### config.mk
export PLATFORM = sky130hd
export DESIGN_NAME = uart_tx_fifo
export DESIGN_NICKNAME = d
export VERILOG_FILES = /design/src/rtl/uart_tx_fifo.sv
export SDC_FILE = /design/constraint.sdc
export NUM_CORES = 1
export LEC_CHECK = 0
export CAP_MARGIN = 20
export CORE_AREA = 2 2 109 111
export CTS_CLUSTER_SIZE = 40
export DETAILED_ROUTE_END_ITERATION = 8
export DIE_AREA = 0 0 111 113
export DONT_BUFFER_PORTS = 1
export PLACE_DENSITY = 0.77
export SLEW_MARGIN = 20
export SYNTH_ARGS = -nofsm -noshare
export SYNTH_HDL_FRONTEND = slang
export SYNTH_SLANG_ARGS = --single-unit
### constraint.sdc
create_clock -name clk -period 4.15 [get_ports clk]
set_input_delay 0.415 -clock clk [delete_from_list [all_inputs] [get_ports clk]]
set_output_delay 0.415 -clock clk [all_outputs]
set_load 0.005 [all_outputs]
### src/rtl/uart_tx_fifo.sv
// Byte FIFO between a byte producer and uart_tx.
// Pops one byte per idle transmitter period and issues a single-cycle send strobe for it.
module uart_tx_fifo #(
    parameter int DEPTH  = 16,
    parameter int ADDR_W = 4
) (
    input  logic              clk,
    input  logic              resetn,
    input  logic              wr_e_i,
    input  logic [7:0]        wr_d_i,
    output logic              full_o,
    output logic              empty_o,
    output logic [ADDR_W:0]   count_o,
    output logic              overflow_o,
    input  logic              tx_busy_i,
    output logic              tx_e_o,
    output logic [7:0]        tx_d_o
);

    typedef enum logic [1:0] {
        ST_IDLE = 2'd0,
        ST_SENT = 2'd1,
        ST_WAIT = 2'd2
    } state_t;

    localparam logic [ADDR_W-1:0] PTR_ONE   = ADDR_W'(1);
    localparam logic [ADDR_W:0]   CNT_ONE   = (ADDR_W+1)'(1);
    localparam logic [ADDR_W:0]   CNT_DEPTH = (ADDR_W+1)'(DEPTH);

    logic [7:0]        mem_r [DEPTH];
    logic [ADDR_W-1:0] wr_ptr_r;
    logic [ADDR_W-1:0] rd_ptr_r;
    logic [ADDR_W:0]   count_r;
    logic              overflow_r;
    logic              tx_e_r;
    logic [7:0]        tx_d_r;
    state_t            state_r;
    state_t            state_s;
    logic              full_s;
    logic              empty_s;
    logic              wr_accept_s;
    logic              pop_s;

    // Flags and handshake decode from the registered count
    always_comb begin
        full_s      = (count_r == CNT_DEPTH);
        empty_s     = (count_r == {(ADDR_W+1){1'b0}});
        wr_accept_s = wr_e_i && !full_s;
        pop_s       = (state_r == ST_IDLE) && !empty_s && !tx_busy_i;
    end

    // Storage array; contents need no reset
    always_ff @(posedge clk) begin
        if (wr_accept_s) begin
            mem_r[wr_ptr_r] <= wr_d_i;
        end
    end

    // Pointers, occupancy counter and sticky overflow flag
    always_ff @(posedge clk or negedge resetn) begin
        if (!resetn) begin
            wr_ptr_r   <= {ADDR_W{1'b0}};
            rd_ptr_r   <= {ADDR_W{1'b0}};
            count_r    <= {(ADDR_W+1){1'b0}};
            overflow_r <= 1'b0;
        end else begin
            if (wr_accept_s) begin
                wr_ptr_r <= wr_ptr_r + PTR_ONE;
            end
            if (pop_s) begin
                rd_ptr_r <= rd_ptr_r + PTR_ONE;
            end
            // A write while full is dropped even if a pop frees a slot this cycle
            if (wr_e_i && full_s) begin
                overflow_r <= 1'b1;
            end
            case ({wr_accept_s, pop_s})
                2'b10:   count_r <= count_r + CNT_ONE;
                2'b01:   count_r <= count_r - CNT_ONE;
                default: count_r <= count_r;
            endcase
        end
    end

    // Registered send strobe and data toward uart_tx
    always_ff @(posedge clk or negedge resetn) begin
        if (!resetn) begin
            tx_e_r  <= 1'b0;
            tx_d_r  <= 8'h00;
            state_r <= ST_IDLE;
        end else begin
            tx_e_r  <= pop_s;
            state_r <= state_s;
            if (pop_s) begin
                tx_d_r <= mem_r[rd_ptr_r];
            end
        end
    end

    // Issue FSM: busy is ignored in SENT because uart_tx raises it one cycle late
    always_comb begin
        state_s = state_r;
        case (state_r)
            ST_IDLE: begin
                if (pop_s) begin
                    state_s = ST_SENT;
                end else begin
                    state_s = ST_IDLE;
                end
            end
            ST_SENT: state_s = ST_WAIT;
            ST_WAIT: begin
                if (tx_busy_i) begin
                    state_s = ST_WAIT;
                end else begin
                    state_s = ST_IDLE;
                end
            end
            default: state_s = ST_IDLE;
        endcase
    end

    assign full_o     = full_s;
    assign empty_o    = empty_s;
    assign count_o    = count_r;
    assign overflow_o = overflow_r;
    assign tx_e_o     = tx_e_r;
    assign tx_d_o     = tx_d_r;

endmodule

==> metrics.md, run 1 <==
| Metric | Value |
|---|---|
| PortBufs | 0 |
| Gates resized, CTS repair | 0 |
| Crit path max fanout | 20 |
| Syn avg cell area | 18.7 um2 |
| DRT antenna net count | 0 |
| Worst hold slack | -17.7 ps |
| Synth Area in Compound Gates | 2.08% |
| Fin nets | 363 |
| Net Count, Synth | 354 |
| Grt ovf | 0 |
| Post-synth EDFFs | 128 |
| Synth cell types | 34 |
| Chain of cells forming the critical path | nor4_1, nor2b_1, or4_1, buf_4, inv_1, ha_1, ha_1, nor2b_1, o21ai_0, a21oi_1, or3b_2, xnor2_1 |
| Layout cells sized above 1 | 17.2% |
| Final GP Congestion | 0.776 |
| Gr usage total | 18.5% |
| Setup Slack @ Placement | 840 ps |
| Seq/Total Area, Yosys | 72.1% |
| CTS Buf Count | 17 |
| Violations in the final reports | hold timing |
| Period utilization | 79.6% |
| Clock share of power | 30.9% |
| Arrival @ worst endpoint | 3600 ps |
| Post-synthesis mux area share | 15.7% |
| Crit path buf inv count | 2 |
| Top Ports | 29 |
| Clock-pin slew on the worst setup and hold paths | 60 ps |
| CTS root buf | clkbuf_16 |
| Std-Cell Rows | 39 |
| Crit end category | register |
| Clock sink count | 153 |
| VDD IR max | 680 uV |
| Yosys warning count | 0 |
| Predominant post-synthesis flop cell | edfxtp_1 |
| CTS tree | done |
| Die W | 111 um |
| # DRC | 0 |
| FF+latch count, synth | 153 |
| Starting density of the core | 55.0% |
| Unrepaired setup endpoints after global routing | false |
| Largest family of logic cells by synthesized area | multiplexers |
| Vias | 2909 |
| Initial DRC Count | 299 |
| Total Wirelength | 10700 um |
| Worst slew pin tran | 1010 ps |
| Maxcap violations | 0 |
| CP required | 4450 ps |
| Cells after synthesis | 332 |
| # hold bufs at CTS | 1 |
| Max Clk Rate | 303 MHz |
| P_sw | 0.00136 W |
| Final worst setup slack | 847 ps |
| Logic pwr share | 22.9% |
| Simple-Gate Fraction of Synth Area | 4.02% |
| Vias in the first global route | 3057 |
| Critical path startpoint category | register |
| WL/cell | 21.5 um |
| Rel. slew slack | 32.2% |
| Final hold viol count | 25 |
| Fin crit period | 3300 ps |
| Xor and xnor area share after synthesis | 1.41% |
| Core area | 11300 um2 |
| First-pass GRT wire length | 16900 um |
| Hpwl dp | 6630 um |
| Asr flop ratio synth | 16.3% |
| Full die area | 12500 um2 |
| Critical path's top delay family | simple AND/OR/NAND/NOR gates |
| CP peak stage delay | 450 ps |
| Run status | complete, but fails checks |
| Cell Pwr Density | 697 nW/um2 |
| Initial antenna violation count | 0 |
| Fillers | 765 |
| Setup TNS | 0 ps |
| Clock skew | 7.65 ps |
| Leak Pwr | 2.44 nW |
| Drt first pass iters | 4 |
| Area Growth Syn to Fin | 11.3% |
| Crit path kind | reg2reg |
| Vias/cell | 5.85 |
| Slew Limit Fails | 0 |
| Post-Syn Area | 6190 um2 |
| Clock tree buffer depth | 2 |
| Worst hold-check path type | in2async |
| Slowest cell on crit path | or3b_2 |
| Final setup viols | 0 |
| Setup Buffers After CTS | 0 |
| Clk Latency, worst-skew pair | 410 ps |
| Htree depth | 4 |
| Largest net degree at the start of global routing | 36 |
| Seq pwr share | 46.2% |
| Synth Area in Adders | 2.14% |
| Power Internal | 0.00344 W |
| Total inserted antenna cells | 0 |
| Switching share of power | 28.4% |
| Die Height | 113 um |
==> state kept, by name (all words and copies together) (netlist names) <==
| name | count |
|---|---|
| state_r | 2 |
| mem_r | 128 |
| count_o | 5 |
| wr_ptr_r | 4 |
| overflow_o | 1 |
| rd_ptr_r | 4 |
| tx_e_o | 1 |
| tx_d_o | 8 |
==> worst register-to-register path: cells and delay by family (launching register included) <==
| kind | cells | cell delay [ps] |
|---|---|---|
| AOI/OAI and AO/OA | 2 | 310 |
| xor gates and xnor gates | 1 | 130 |
| adders and majority gates | 2 | 590 |
| buffers and inverters | 2 | 350 |
| DFF | 1 | 440 |
| and+or+nand+nor | 5 | 1370 |
==> path summary, 6_finish.rpt <==
kind | startpoint | end | slack, ps | cells past startpoint
max in group asynchronous | resetn | rd_ptr_r[0]$_DFFE_PN0P_ | 3760 | 1
min in group clk | wr_d_i[3] | mem_r[12][3]$_DFFE_PP_ | 90 | 0
max | count_o[0]$_DFFE_PN0P_ | count_o[4]$_DFFE_PN0P_ | 850 | 12
min reg2reg | state_r[0]$_DFF_PN0_ | state_r[1]$_DFF_PN0_ | 480 | 1
min | resetn | overflow_o$_DFFE_PN0P_ | -20 | 1
max reg2reg | count_o[0]$_DFFE_PN0P_ | count_o[4]$_DFFE_PN0P_ | 850 | 12
==> power groups by stage <==
stage | Combinational (W) | Clock, W | Sequential, W
after floorplan | 0.00107 | 0 | 0.00204
after global placement | 0.00107 | 0 | 0.00224
after detailed placement | 0.00110 | 0 | 0.00225
after CTS | 0.00112 | 0.00151 | 0.00223
after global routing | 0.00120 | 0.00156 | 0.00227
final | 0.00110 | 0.00149 | 0.00222
==> layout make-up <==
class / count / area [um2] / area share (%)
inverters: 10 / 37.5 / 0.545
flip-flops and latches: 153 / 4470 / 64.9
multi-input cells: 151 / 1570 / 22.8
clock inverters: 10 / 128 / 1.85
repair buffers: 8 / 57.6 / 0.835
well taps: 143 / 179 / 2.60
clock buffers: 22 / 444 / 6.44
==> through the flow <==
stage	util, %	instance area, um2	total power [W]	cells
floorplan	-	6190	0.00310	332
global placement	56.0	6310	0.00330	464
detailed placement	56.0	6310	0.00336	464
CTS	61.2	6890	0.00485	497
global route	61.2	6890	0.00503	497
finish	61.2	6890	0.00481	497
==> per-layer routing <==
layer	track usage, %	wire, um	up-vias
met5	0	0	-
met4	9.92	261	0
met3	4.50	575	16
met2	29.4	5330	90
met1	24.0	4500	1491
li1	-	-	1312
==> cells by family (layout without fill, tap and decap cells) <==
kind of cell	after synthesis	after routing
AO/OA/AOI/OAI	24	24
XOR/XNOR	10	10
adder cells (fa/ha/maj)	10	10
buffers and inverters	28	50
flip-flops	153	153
multiplexers	50	50
AND/OR/NAND/NOR	57	57
==> placed cells by master, fill, tap and decap left out, types with 9 or more instances in the layout <==
cell type  instances
mux4_1            17
ha_1               9
clkbuf_16         17
nand2_1           30
o21ai_1           15
inv_1             10
edfxtp_1         128
dfrtp_1           23
mux2i_1           10
nor2_1            12
mux4_2            15
==> cell usage after synthesis (3+ instances only) <==
cell	instances	share of area (%)
nor2_1	12	0.73
xnor2_1	8	1.1
edfxtp_1	128	62
mux4_2	15	5.5
mux2i_1	10	1.6
buf_2	7	0.57
o21ai_1	15	1.2
mux4_1	17	7.2
nor3_1	4	0.32
inv_1	10	0.61
clkbuf_1	4	0.24
dfrtp_1	25	10
o21ai_0	4	0.32
nand2_1	30	1.8
ha_1	9	1.8
buf_1	3	0.18
mux2_2	8	1.5
Power figures use the tool's default switching activity.
==> run 2, diff against run 1 <==
==> constraint.sdc (replaced) <==
create_clock -name clk -period 3.4 [get_ports clk]
set_input_delay 0.34 -clock clk [delete_from_list [all_inputs] [get_ports clk]]
set_output_delay 0.34 -clock clk [all_outputs]
set_load 0.005 [all_outputs]
==> metrics.md, run 2 (synthesis gave the netlist of run 1 again) <==
| Metric | Value |
|---|---|
| Final hold viol count | 0 (-100%) |
| CP required | 3700 ps (-750 ps) |
| Crit path max fanout | 5 (-75%) |
| Clock skew | 8.80 ps (+1.15 ps) |
| Largest reg by FF count | mem_r |
| Crit path kind | reg2reg |
| Total Wirelength | 11000 um (+3.0%) |
| CTS root buf | clkbuf_16 |
| Top Ports | 29 (unchanged) |
| CTS Buf Count | 17 (unchanged) |
| Fillers | 742 (-3.0%) |
| Clock sink count | 153 (unchanged) |
| Most common cell after layout, fill and taps aside | edfxtp_1 |
| Power, Total | 0.00597 W (+24%) |
| Gr busiest metal | met2 |
| CTS tree | done |
| Largest register FFs | 128 (unchanged) |
| GR Util met3 | 4.55% (+0.054 points) |
| WL/cell | 21.8 um (+1.8%) |
| Period utilization | 90.1% (+10 points) |
| Global-route met1 utilization | 24.2% (+0.26 points) |
| Cell Pwr Density | 856 nW/um2 (+23%) |
| Hpwl dp | 6750 um (+1.7%) |
| Fin nets | 369 (+1.7%) |
| First-pass GRT wire length | 17100 um (+1.3%) |
| Clock tree buffer depth | 2 (unchanged) |
| Layout cells sized above 1 | 18.3% (+1.1 points) |
| Most frequent cells in the layout | edfxtp_1 (128), nand2_1 (30), dfrtp_1 (24), mux4_1 (17), clkbuf_16 (17) |
| Starting density of the core | 55.0% (unchanged) |
| Core area | 11300 um2 (unchanged) |
| Fin crit period | 3060 ps (-241 ps) |
| Run status | finished, final reports clean |
| Worst slew pin tran | 1000 ps (-9.49 ps) |
| Leak Pwr | 2.48 nW (+1.6%) |
| Vias | 2952 (+1.5%) |
| Reg2Reg Launch Point | count_o[0]$_DFFE_PN0P_ |
| Critical path startpoint category | register |
| Arrival @ worst endpoint | 3360 ps (-240 ps) |
| Die W | 111 um (unchanged) |
| Final setup viols | 0 (unchanged) |
| Largest net degree at the start of global routing | 26 (-28%) |
| Slew Limit Fails | 0 (unchanged) |
| Maxcap violations | 0 (unchanged) |
| Met2 usage | 30.9% (+1.5 points) |
| Crit end category | register |
| Std-Cell Rows | 39 (unchanged) |
| Worst hold-check path type | in2reg |
| Rel. slew slack | 33.1% (+0.88 points) |
| Clk Latency, worst-skew pair | 410 ps (about the same) |
| Drt first pass iters | 4 (unchanged) |
| R2r worst-path depth | 12 (unchanged) |
| Vias in the first global route | 3032 (-0.82%) |
| Worst Min Path Start | wr_d_i[3] |
| Min-Delay Path Depth | 0 |
| Final GP Congestion | 0.805 (+3.7%) |
| Worst setup startpoint | count_o[0]$_DFFE_PN0P_ |
| Design area | 6980 um2 (+1.2%) |
| Initial DRC Count | 220 (-26%) |
| VDD IR max | 620 uV (-8.9%) |
| Gr usage total | 18.8% (+0.26 points) |
| PortBufs | 0 (unchanged) |
| Placed Area | 6360 um2 (+0.79%) |
| # DRC | 0 (unchanged) |
| Area Growth Syn to Fin | 12.6% |
| Htree depth | 4 (unchanged) |
| DRT antenna net count | 0 (unchanged) |
| Clock-pin slew on the worst setup and hold paths | 60 ps (about the same) |
| Die Height | 113 um (unchanged) |
| Vias/cell | 5.87 (+0.27%) |
| Full die area | 12500 um2 (unchanged) |
| Initial antenna violation count | 0 (unchanged) |
| Unrepaired setup endpoints after global routing | false |
| Setup TNS | 0 ps (unchanged) |
| Grt ovf | 0 (unchanged) |
| Total inserted antenna cells | 0 (unchanged) |
| Max Clk Rate | 327 MHz (+7.9%) |
[run 2: cell count changes in the layout (fill, tap and decap cells not counted)]
| cell | before | now |
|---|---|---|
| dfrtp_4 | 1 | 0 |
| clkinvlp_4 | 0 | 1 |
| buf_4 | 7 | 11 |
| clkinv_4 | 1 | 0 |
| nor4_1 | 1 | 0 |
| nor4_2 | 0 | 1 |
| dfrtp_1 | 23 | 24 |
| inv_6 | 0 | 1 |
| buf_12 | 0 | 1 |
| dlygate4sd3_1 | 0 | 1 |
| clkbuf_8 | 0 | 2 |
| clkinv_2 | 5 | 2 |
[run 2: area by class of cell]
cell class	instances	area [um2]	area share, %
flip-flops and latches	153	4470	64.1
multi-input cells	151	1580	22.6
clock buffers	24	472	6.76
well taps	143	179	2.57
clock inverters	8	120	1.72
repair buffers	14	118	1.69
inverters	10	37.5	0.538
[run 2: critical path: stages (launching register included)]
cell and delay (ps):
dfrtp_1 460, nor4_2 90, nor2b_1 160, or4_1 430
inv_1 150, ha_1 250, inv_1 100, fa_1 400
nor2b_1 120, o21ai_0 110, nand3_1 100, or3b_2 450
xnor2_1 130
[run 2: final timing paths]
path | slack (ps) | end
max in group asynchronous | 2560 | rd_ptr_r[0]$_DFFE_PN0P_
min in group asynchronous | 450 | wr_ptr_r[0]$_DFFE_PN0P_
max reg2reg | 340 | count_o[4]$_DFFE_PN0P_
min | 20 | mem_r[15][3]$_DFFE_PP_
min reg2reg | 480 | state_r[1]$_DFF_PN0_
max | 340 | count_o[4]$_DFFE_PN0P_
[run 2: through the flow]
stage,utilization [%],std cells,hold slack [ps],worst slack (ps)
finish,61.9,503,19.7,338
global route,61.9,503,4.39,107
CTS,61.8,502,5.53,292
detailed placement,56.4,469,45.3,299
global placement,56.4,469,45.6,394
floorplan,-,332,44.4,561
[run 2: metal layers]
metal | vias to the layer above | share of wire (%)
li1 | 1321 | -
met3 | 9 | 7.0
met1 | 1521 | 40
met2 | 101 | 52
met5 | - | 0
met4 | 0 | 1.0
[run 2: report_power, final]
part	leakage [nW]	internal, W	switching (W)	total [W]
Clock	0.286	0.00119	0.000677	0.00187
Sequential	1.46	0.00234	0.000336	0.00268
Combinational	0.735	0.000747	0.000673	0.00142
[run 2: timing repair]
item | in CTS | in global routing
setup endpoints to repair | 0 | 1
hold endpoints to repair | 25 | 25
buffers inserted | 0 | 0
hold buffers | 1 | 1
gates resized for setup | 0 | 1
